--- config.mk ---
export PLATFORM = sky130hd
export DESIGN_NAME = reaction_timer_ctrl
export DESIGN_NICKNAME = d
export VERILOG_FILES = /design/src/rtl/rtimer_pkg.sv /design/src/rtl/lfsr_n.sv /design/src/rtl/reaction_timer_ctrl.sv
export SDC_FILE = /design/constraint.sdc
export NUM_CORES = 1
export LEC_CHECK = 0
export BUFFER_PORTS_ARGS = -buffer_cell sky130_fd_sc_hd__buf_2
export CAP_MARGIN = 10
export CORE_MARGIN = 2
export CORE_UTILIZATION = 45
export CTS_BUF_LIST = sky130_fd_sc_hd__clkbuf_16
export CTS_CLUSTER_DIAMETER = 30
export DETAILED_ROUTE_END_ITERATION = 6
export PLACE_DENSITY_LB_ADDON = 0.2
export SYNTH_ARGS = -nofsm -noshare
export SYNTH_HDL_FRONTEND = slang
export SYNTH_SLANG_ARGS = --single-unit
--- constraint.sdc ---
create_clock -name CLOCK_50 -period 2.8 [get_ports CLOCK_50]
set_input_delay 0.28 -clock CLOCK_50 [delete_from_list [all_inputs] [get_ports CLOCK_50]]
set_output_delay 0.28 -clock CLOCK_50 [all_outputs]
set_load 0.02 [all_outputs]
--- src/rtl/rtimer_pkg.sv ---
// Shared types and constants for the reaction-timer controller.
package rtimer_pkg;

  // Controller states
  typedef enum logic [2:0] {
    ST_IDLE    = 3'd0,
    ST_LIGHTS  = 3'd1,
    ST_DELAY   = 3'd2,
    ST_MEASURE = 3'd3,
    ST_DONE    = 3'd4,
    ST_FALSE   = 3'd5
  } state_t;

  // Maximal-length Fibonacci tap masks (bit k = stage k+1) for widths 8..16
  function automatic logic [15:0] lfsr_taps(input int unsigned width);
    logic [15:0] taps;
    case (width)
      8:       taps = 16'h00B8;
      9:       taps = 16'h0110;
      10:      taps = 16'h0240;
      11:      taps = 16'h0500;
      12:      taps = 16'h0829;
      13:      taps = 16'h100D;
      14:      taps = 16'h2015;
      15:      taps = 16'h6000;
      16:      taps = 16'hD008;
      default: taps = 16'h0000;
    endcase
    return taps;
  endfunction

  // Alternating LED pattern 1010.. with bit0 clear, limited to n LEDs
  function automatic logic [15:0] alt_pattern(input int unsigned n);
    logic [15:0] pat;
    pat = 16'h0000;
    for (int unsigned i = 0; i < 16; i++) begin
      if ((i < n) && (i % 2 == 1)) pat[i] = 1'b1;
    end
    return pat;
  endfunction

endpackage

--- src/rtl/lfsr_n.sv ---
// Fibonacci LFSR, shifts left on each enable; seeded with 1 so it never sits at zero.
module lfsr_n
  import rtimer_pkg::*;
#(
  parameter int unsigned          WIDTH = 14,
  parameter logic [WIDTH-1:0]     TAPS  = WIDTH'(lfsr_taps(WIDTH)),
  parameter int unsigned          OUT_W = WIDTH
) (
  input  logic             CLOCK_50,
  input  logic             RESET_N,
  input  logic             en,
  output logic [OUT_W-1:0] q
);

  logic [WIDTH-1:0] r_q;
  logic             w_fb;

  assign w_fb = ^(r_q & TAPS);
  assign q    = r_q[OUT_W-1:0];

  // Shift register advancing once per enable
  always_ff @(posedge CLOCK_50 or negedge RESET_N) begin
    if (!RESET_N) begin
      r_q <= WIDTH'(1);
    end else if (en) begin
      r_q <= {r_q[WIDTH-2:0], w_fb};
    end
  end

endmodule

--- src/rtl/reaction_timer_ctrl.sv ---
// Reaction-timer controller: LED fill-up, random hold, lights-out, ms reaction measurement
// with false-start detection, timeout and best-time tracking.
module reaction_timer_ctrl
  import rtimer_pkg::*;
#(
  parameter int unsigned N_LEDS       = 10,
  parameter int unsigned STEP_MS      = 500,
  parameter int unsigned LFSR_W       = 14,
  parameter int unsigned DELAY_MIN_MS = 250,
  parameter int unsigned DELAY_BITS   = 12,
  parameter int unsigned CNT_W        = 16,
  parameter int unsigned MAX_MS       = 9999
) (
  input  logic              CLOCK_50,
  input  logic              RESET_N,
  input  logic              tick_ms,
  input  logic              start,
  input  logic              react,
  input  logic              clear_best,
  output logic [N_LEDS-1:0] ledr,
  output logic [CNT_W-1:0]  react_time,
  output logic [CNT_W-1:0]  best_time,
  output logic              result_valid,
  output logic              false_start,
  output logic              timeout,
  output logic              busy
);

  localparam logic [CNT_W-1:0]  STEP_LAST = CNT_W'(STEP_MS - 1);
  localparam logic [CNT_W-1:0]  MEAS_LAST = CNT_W'(MAX_MS - 1);
  localparam logic [CNT_W-1:0]  MAX_VAL   = CNT_W'(MAX_MS);
  localparam logic [CNT_W-1:0]  DLY_MIN   = CNT_W'(DELAY_MIN_MS);
  localparam logic [N_LEDS-1:0] LED_ALT   = N_LEDS'(alt_pattern(N_LEDS));

  // Reject parameter sets that would overflow the counters or break the LFSR
  if ((N_LEDS < 2) || (N_LEDS > 16) || (LFSR_W < 8) || (LFSR_W > 16) ||
      (DELAY_BITS < 1) || (DELAY_BITS > LFSR_W) || (STEP_MS < 1) || (MAX_MS < 1) ||
      (CNT_W < 1) || (CNT_W > 32) ||
      (64'(MAX_MS) >= (64'd1 << CNT_W)) || (64'(STEP_MS) >= (64'd1 << CNT_W)) ||
      ((64'(DELAY_MIN_MS) + (64'd1 << DELAY_BITS) - 64'd1) >= (64'd1 << CNT_W))) begin : g_bad_params
    $error("reaction_timer_ctrl: illegal parameter combination");
  end

  state_t              r_state;
  logic [N_LEDS-1:0]   r_ledr;
  logic [CNT_W-1:0]    r_step;
  logic [CNT_W-1:0]    r_delay;
  logic [CNT_W-1:0]    r_meas;
  logic [CNT_W-1:0]    r_react_time;
  logic [CNT_W-1:0]    r_best;
  logic                r_result_valid;
  logic                r_false_start;
  logic                r_timeout;
  logic                r_busy;
  logic [DELAY_BITS-1:0] w_rand;
  logic [CNT_W-1:0]    w_delay_load;

  lfsr_n #(
    .WIDTH (LFSR_W),
    .TAPS  (LFSR_W'(lfsr_taps(LFSR_W))),
    .OUT_W (DELAY_BITS)
  ) u_lfsr (
    .CLOCK_50 (CLOCK_50),
    .RESET_N  (RESET_N),
    .en       (tick_ms),
    .q        (w_rand)
  );

  assign w_delay_load = DLY_MIN + CNT_W'(w_rand);

  assign ledr         = r_ledr;
  assign react_time   = r_react_time;
  assign best_time    = r_best;
  assign result_valid = r_result_valid;
  assign false_start  = r_false_start;
  assign timeout      = r_timeout;
  assign busy         = r_busy;

  // Controller FSM with counters and registered outputs
  always_ff @(posedge CLOCK_50 or negedge RESET_N) begin
    if (!RESET_N) begin
      r_state        <= ST_IDLE;
      r_ledr         <= '0;
      r_step         <= '0;
      r_delay        <= '0;
      r_meas         <= '0;
      r_react_time   <= '0;
      r_best         <= '1;
      r_result_valid <= 1'b0;
      r_false_start  <= 1'b0;
      r_timeout      <= 1'b0;
      r_busy         <= 1'b0;
    end else begin
      r_result_valid <= 1'b0;
      case (r_state)
        ST_IDLE, ST_DONE, ST_FALSE: begin
          // start wins over a coincident react here
          if (start) begin
            r_state       <= ST_LIGHTS;
            r_step        <= '0;
            r_ledr        <= '0;
            r_false_start <= 1'b0;
            r_timeout     <= 1'b0;
            r_busy        <= 1'b1;
          end
        end
        ST_LIGHTS: begin
          if (react) begin
            r_state       <= ST_FALSE;
            r_ledr        <= LED_ALT;
            r_false_start <= 1'b1;
            r_busy        <= 1'b0;
          end else if (tick_ms) begin
            if (r_step == STEP_LAST) begin
              r_step <= '0;
              r_ledr <= {r_ledr[N_LEDS-2:0], 1'b1};
              if (&r_ledr[N_LEDS-2:0]) begin
                r_state <= ST_DELAY;
                r_delay <= w_delay_load;
              end
            end else begin
              r_step <= r_step + CNT_W'(1);
            end
          end
        end
        ST_DELAY: begin
          // react on the expiry cycle still counts as a false start
          if (react) begin
            r_state       <= ST_FALSE;
            r_ledr        <= LED_ALT;
            r_false_start <= 1'b1;
            r_busy        <= 1'b0;
          end else if (tick_ms) begin
            if (r_delay <= CNT_W'(1)) begin
              r_state <= ST_MEASURE;
              r_ledr  <= '0;
              r_meas  <= '0;
            end else begin
              r_delay <= r_delay - CNT_W'(1);
            end
          end
        end
        ST_MEASURE: begin
          if (react) begin
            r_state        <= ST_DONE;
            r_react_time   <= r_meas;
            r_result_valid <= 1'b1;
            r_busy         <= 1'b0;
            if (r_meas < r_best) r_best <= r_meas;
          end else if (tick_ms) begin
            if (r_meas == MEAS_LAST) begin
              r_state        <= ST_DONE;
              r_react_time   <= MAX_VAL;
              r_result_valid <= 1'b1;
              r_timeout      <= 1'b1;
              r_busy         <= 1'b0;
            end else begin
              r_meas <= r_meas + CNT_W'(1);
            end
          end
        end
        default: begin
          r_state <= ST_IDLE;
          r_ledr  <= '0;
          r_busy  <= 1'b0;
        end
      endcase
      // Clearing the best time overrides a same-cycle update
      if (clear_best) r_best <= '1;
    end
  end

endmodule
**Word level (Yosys, flattened, before mapping)**

Index checks and enable logic that the tools add are counted.

- Memories kept: 0
- RAM bits: 0
- Flip-flop bits (word level): 111
- Word-level logic and storage cells: 136
- Output and inout port bits: 46
- Memory bits (read-only): 0
- Bits in latches: 0
- Bits of input ports: 6

- $add $sub $neg: 4
- Div/mod/pow operators: 0
- Shift-type cells: 0
- Order comparisons: 2
- Equality and inequality tests: 28
- Multiplexer cells: 64
- Bitwise gates (word level): 1
- Multipliers: 0
- Reduce and logical (&&, ||, !) cells: 25

Operators by type and width:

| cell | number |
|---|---|
| 2-to-1 mux 16 bit | 24 |
| case mux 16 bit (2 select lines) | 3 |
| 2-to-1 mux 10 bit | 7 |
| case mux 10 bit (4 select lines) | 1 |
| 2-to-1 mux 3 bit | 11 |
| adder 16 x 1 -> 16 bit (second input constant) | 2 |
| != test 2 bit (second input constant) | 13 |
| != test 3 bit (second input constant) | 7 |
| nonzero test 2 bit | 10 |
| equality test 16 x 14 -> 1 bit (second input constant) | 1 |
| equality test 16 x 9 -> 1 bit (second input constant) | 1 |
| <= comparator 16 x 1 -> 1 bit (second input constant) | 1 |
| less-than comparator 16 bit | 1 |
| AND reduction 8 bit | 2 |
| subtractor 16 x 1 -> 16 bit (second input constant) | 1 |
| 2-to-1 mux 1 bit | 14 |
| XOR reduction 14 bit | 1 |
| adder 8 x 12 -> 13 bit (first input constant) | 1 |
| case mux 3 bit (4 select lines) | 1 |
| AND reduction 3 bit | 3 |
| AND reduction 9 bit | 1 |
| AND reduction 4 bit | 2 |
| AND reduction 7 bit | 1 |
| equality test 3 x 2 -> 1 bit (second input constant) | 2 |
| other kinds (11) | 13 |

**Depth between registers and ports, before layout**

- Depth in word-level cells: 6
- Mapped depth: 9
- Gate-level depth less buffers: 9

**Modules after synthesis**

From an unflattened synthesis, not the netlist that was laid out.

- Cells, all modules: 666
- Area, all modules: 6232.2 µm²

By module, submodules not included:

| module | cells an instance | times used | sequential area each (µm²) | area an instance (µm²) |
|---|---|---|---|---|
| reaction_timer_ctrl | 620 | 1 | 2447.3 | 5601.6 |
| lfsr_n | 46 | 1 | 351.6 | 630.6 |

**Worst setup path after synthesis**

Ideal clock, no wire load.

- Path type: reg-to-reg
- From: reg r_best[9], in the netlist best_time[9]
- To: reg r_best[10], in the netlist best_time[10]
- Data required time: 2.739 ns
- Cell stages (with the launch flop): 10
- Setup slack: 0.178 ns
- Buffers on the path: 1
- Library setup time: 0.061 ns
- Arrival time: 2.562 ns
- Clock period less this slack: 2.622 ns
- Cell sequence: dfstp_2 inv_1 ha_1 a211oi_1 nor2_1 a2111oi_0 nor3_1 a21oi_1 clkbuf_1 o22a_1

- Word-level cells in the longest chain between the ends: 3

Ends and longest elaborated chain:

| item | line | RTL |
|---|---|---|
| from (decl) | reaction_timer_ctrl.sv:50 | `logic [CNT_W-1:0] r_best;` |
| from (signal assigned) | reaction_timer_ctrl.sv:149 | `if (r_meas < r_best) r_best <= r_meas;` |
| less-than comparator 16 bit | reaction_timer_ctrl.sv:149 |  |
| nonzero test 2 bit (no source line) | n/a |  |
| AND reduction 3 bit (no source line) | n/a |  |

Every way passes these cells.
A chain may end at the register's enable or synchronous reset.

**Worst setup path in the final report**

- From: reg r_delay[10]
- To: reg r_ledr[5], in the netlist ledr[5]

- Word-level cells in the longest chain between the ends: 3

Ends and longest elaborated chain:

| item | line | RTL |
|---|---|---|
| from (decl) | reaction_timer_ctrl.sv:47 | `logic [CNT_W-1:0] r_delay;` |
| from (signal assigned) | reaction_timer_ctrl.sv:119 | `r_delay <= w_delay_load;` |
| from (signal assigned) | reaction_timer_ctrl.sv:139 | `r_delay <= r_delay - CNT_W'(1);` |
| <= comparator 16 x 1 -> 1 bit | reaction_timer_ctrl.sv:134 | `if (r_delay <= CNT_W'(1)) begin` |
| != test 3 bit (no source line) | n/a |  |
| AND reduction 6 bit (no source line) | n/a |  |
| to (signal assigned) | reaction_timer_ctrl.sv:116 | `r_ledr <= {r_ledr[N_LEDS-2:0], 1'b1};` |
| to (decl) | reaction_timer_ctrl.sv:45 | `logic [N_LEDS-1:0] r_ledr;` |

Every way passes these cells.

==> impl_results.md <==
- Crit Reg-Reg Startpoint: r_delay[10]
- Post-CTS setup buffer count: 0
- Number of antenna violations at the first check in global routing: 0
- Number of hold violations in the final report: 0
- Final ANT Viol Nets: 0
- Setup repair after global routing missed its margin: no
- Kind of start point of the critical path: flop
- Start-to-end type of the worst setup path: reg -> reg
- Worst setup skew after layout: 0.00899 ns
- Number of DRC markers after the initial detailed-route iteration: between 300 and 400
- Number of buffers between clock root and the deepest sink: 2
- Number of synthesis warnings: 0
- Synth top cells by count: 94 x dfrtp_1, 70 x nor2_1, 51 x nand2_1, 39 x o21ai_0, 29 x inv_1
- Number of flip-flops and latches in the synthesized netlist: 111
- Final Net Count: roughly 700
- Post-layout minimum cycle time: 2.70 ns
- Netlist Area Pre-Place: around 5800 um^2
- Cell with the most instances after synthesis: dfrtp_1
- Worst min-delay path endpoint: busy
- Level count of the clock H-tree: 3
- Worst flop-to-flop path endpoint: ledr[5]
- Comb power frac: 33.9%
- Total internal power: 3.23 mW
- Total power per unit cell area: 776 nW/um^2
- Most used DFF post-synth: dfrtp_1
- Final wirelength: 13.2 mm
- Share of the clock period used by the worst path after layout: 96.5%
- Worst max-slew margin expressed relative to the limit: 53.8%
- Clock network power share: around a quarter
- Clk Latency, worst-skew pair: approximately 0.36 ns
- Switching Fraction: 38.4%
- Via density: 5.55
- Slew at the pin with the worst max-slew slack: roughly 0.7 ns
- Final-layout setup total negative slack: 0 ns
- Mean post-synth cell area: 9.64 um^2
- Part of the Yosys area used for sequential elements: between 40% and 50%
- Detailed-route DRC error count: 0
- Area share of the largest cell type after synthesis: between 40% and 50%
- Setup slack of the most critical reg-to-reg path: 0.1 ns
- Endpoint class of the critical path: flop
- Max Fanout on Critical Path: 24
- Clock slew at the register clock pins of the worst setup and hold paths: 0.08 ns
- Setup-violating endpoint count in the final report: 0
- Final core occ: between 50% and 60%
- Number of cells produced by synthesis: 606
- Diodes inserted: 0
- Remaining global-route overflow: 0
- Distinct cell type count after synthesis: 54
- Status: completed
- NetSw: about 2.0 mW
- Total global routing track utilization: 19.8%
- Number of placement rows: 41
- Max Cap Viol: 0
- Number of iterations in the first detailed-routing pass: 5
- Count of vias placed by the detailed router: 4707
- Net count of the mapped netlist: 633
- Global-route wire length before repair: 22.3 mm
- Number of enable-type register cells in the synthesized netlist: 0
- Number of I/O pins: 52
- Sequential group share of total power: 42.7%
- Height of the chip: 118 um
- Startpoint of the tightest hold check path: start
- Number of cells traversed by the worst register-to-register path: 7
- Proportion of synthesized flip-flops having asynchronous set or reset: 100%
- Maximum number of pins on one net before global-route repair: 57
- Core Area: 12600 um^2
- Leakage power total: 3.22 nW
- Die area: approximately 14000 um^2
- Arrival @ worst endpoint: about 2.9 ns
- Highest clock rate: about 370 MHz
- CP Data Required Time: 3.04 ns
- Number of max-slew violations in the final report: 0
- Clock tree from TritonCTS: done
- Cell depth of the worst hold path: 3
- Number of global-route vias before repair: 4628
- Top cell type by total area after synthesis: dfrtp_1
- Clock root buffer: clkbuf_16
- Buffers on Ports: 51
- Growth of design area from synthesis to finish: 15.7%
- Top cells by area in the synthesized netlist: dfrtp_1 40%, dfstp_2 7.6%, ha_1 4.5%, nor2_1 4.5%, o22a_1 4.0%
- Wire per inst: 15.6 um
- Total clock buffers created by CTS: 9
- Initial standard-cell utilization of the core: a little under half
- Die X: 118 um
- VDD IR-drop max: roughly 470 uV
- Number of clock sinks seen by CTS: between 100 and 150
- Hpwl dp: 9.49 mm
- Proportion of layout cells with a drive suffix above 1: 19.8%
- Weighted congestion at the end of routability-driven global placement: 0.826
- Class of the tightest hold or removal check: in -> reg
how the worst max path moves through the flow:
| stage | to | startpoint | depth (start not counted) | slack, ns |
|---|---|---|---|---|
| finish | ledr[5] | r_delay[10] | 7 | 0.1 |
| CTS | ledr[3] | r_delay[10] | 6 | 0.07 |
| global placement | ledr[5] | r_delay[10] | 6 | 0.16 |
| detailed placement | ledr[3] | r_delay[10] | 6 | 0.09 |
| global route | ledr[7] | r_delay[10] | 7 | 0.004 |
| floorplan | best_time[10] | best_time[9] | 9 | 0.18 |
kinds of logic after synthesis:
| logic type | Yosys count | synth area share (%) |
|---|---|---|
| and+or+nand+nor | 212 | 17.7 |
| AOI/OAI and AO/OA | 153 | 17.7 |
| DFF | 111 | 47.9 |
| buffers and inverters | 58 | 3.92 |
| xor gates and xnor gates | 36 | 5.40 |
| adders and majority gates | 21 | 4.50 |
| muxes | 15 | 2.85 |
cell type report:
class / instances / area (um^2)
clock buffers: 9 / 225
clock inverters: 7 / 55.1
fillers: 1153 / 5860
inverters: 30 / 113
multi-input cells: 437 / 2830
flip-flops and latches: 111 / 2800
well taps: 172 / 215
repair buffers: 82 / 518
power groups by stage:
stage	Clock [mW]	Combinational [mW]	Sequential (mW)
floorplan	0	1.03	2.38
finish	1.23	1.78	2.24
global route	1.32	1.98	2.28
CTS	1.27	1.76	2.23
global placement	0	1.70	2.24
detailed placement	0	1.75	2.26
timing repair:
item	in CTS	in global routing
hold buffers	1	0
resized for setup	0	3
setup endpoints to repair	0	3
endpoints found under the hold margin	19	0
critical path: stages, from the launching register on:
cell and delay (ns):
dfrtp_1 0.41, or4_1 0.58, or4_1 0.45, or2_1 0.29, a211o_1 0.30, buf_4 0.21
o21ai_0 0.22, o41ai_2 0.10
stage by stage:
| stage | total power [mW] | instance area (um^2) | hold slack [ns] | setup slack, ns | cells |
|---|---|---|---|---|---|
| finish | 5.24 | 6760 | 0.274 | 0.0992 | 848 |
| global route | 5.59 | 6760 | 0.289 | 0.00366 | 848 |
| CTS | 5.26 | 6740 | 0.265 | 0.0656 | 848 |
| detailed placement | 4.01 | 6450 | 0.233 | 0.0884 | 831 |
| global placement | 3.94 | 6450 | 0.229 | 0.159 | 831 |
| floorplan | 3.41 | 5840 | -0.0156 | 0.178 | 606 |
placed cells by master, fill, tap and decap left out, types with 9 or more instances in the layout:
master	instances
nor3_1	14
clkbuf_16	9
buf_4	29
o31ai_1	9
nand4_1	10
o21ai_0	39
nand2_1	51
mux2_2	13
dfstp_2	17
buf_2	50
a22o_1	9
nand3_1	11
a21oi_1	23
nor2_1	70
o22a_1	27
inv_1	29
xor2_1	20
ha_1	21
o21ai_1	11
dfrtp_1	94
xnor2_1	16
registers in the layout, summed over array words and instances, names as in the netlist, 3 cells and up:
| signal | flops |
|---|---|
| best_time | 16 |
| r_state | 3 |
| u_lfsr.r_q | 14 |
| r_meas | 16 |
| r_delay | 16 |
| ledr | 10 |
| r_step | 16 |
| react_time | 16 |
metal layers:
| metal | wire length [um] | GRT usage [%] | vias up |
|---|---|---|---|
| li1 | - | - | 2316 |
| met1 | 6160 | 26.8 | 2272 |
| met2 | 6270 | 32.0 | 102 |
| met3 | 592 | 3.88 | 17 |
| met4 | 201 | 6.70 | 0 |
| met5 | 0 | 0 | - |
Note: power is estimated with default switching activity, not from simulation.
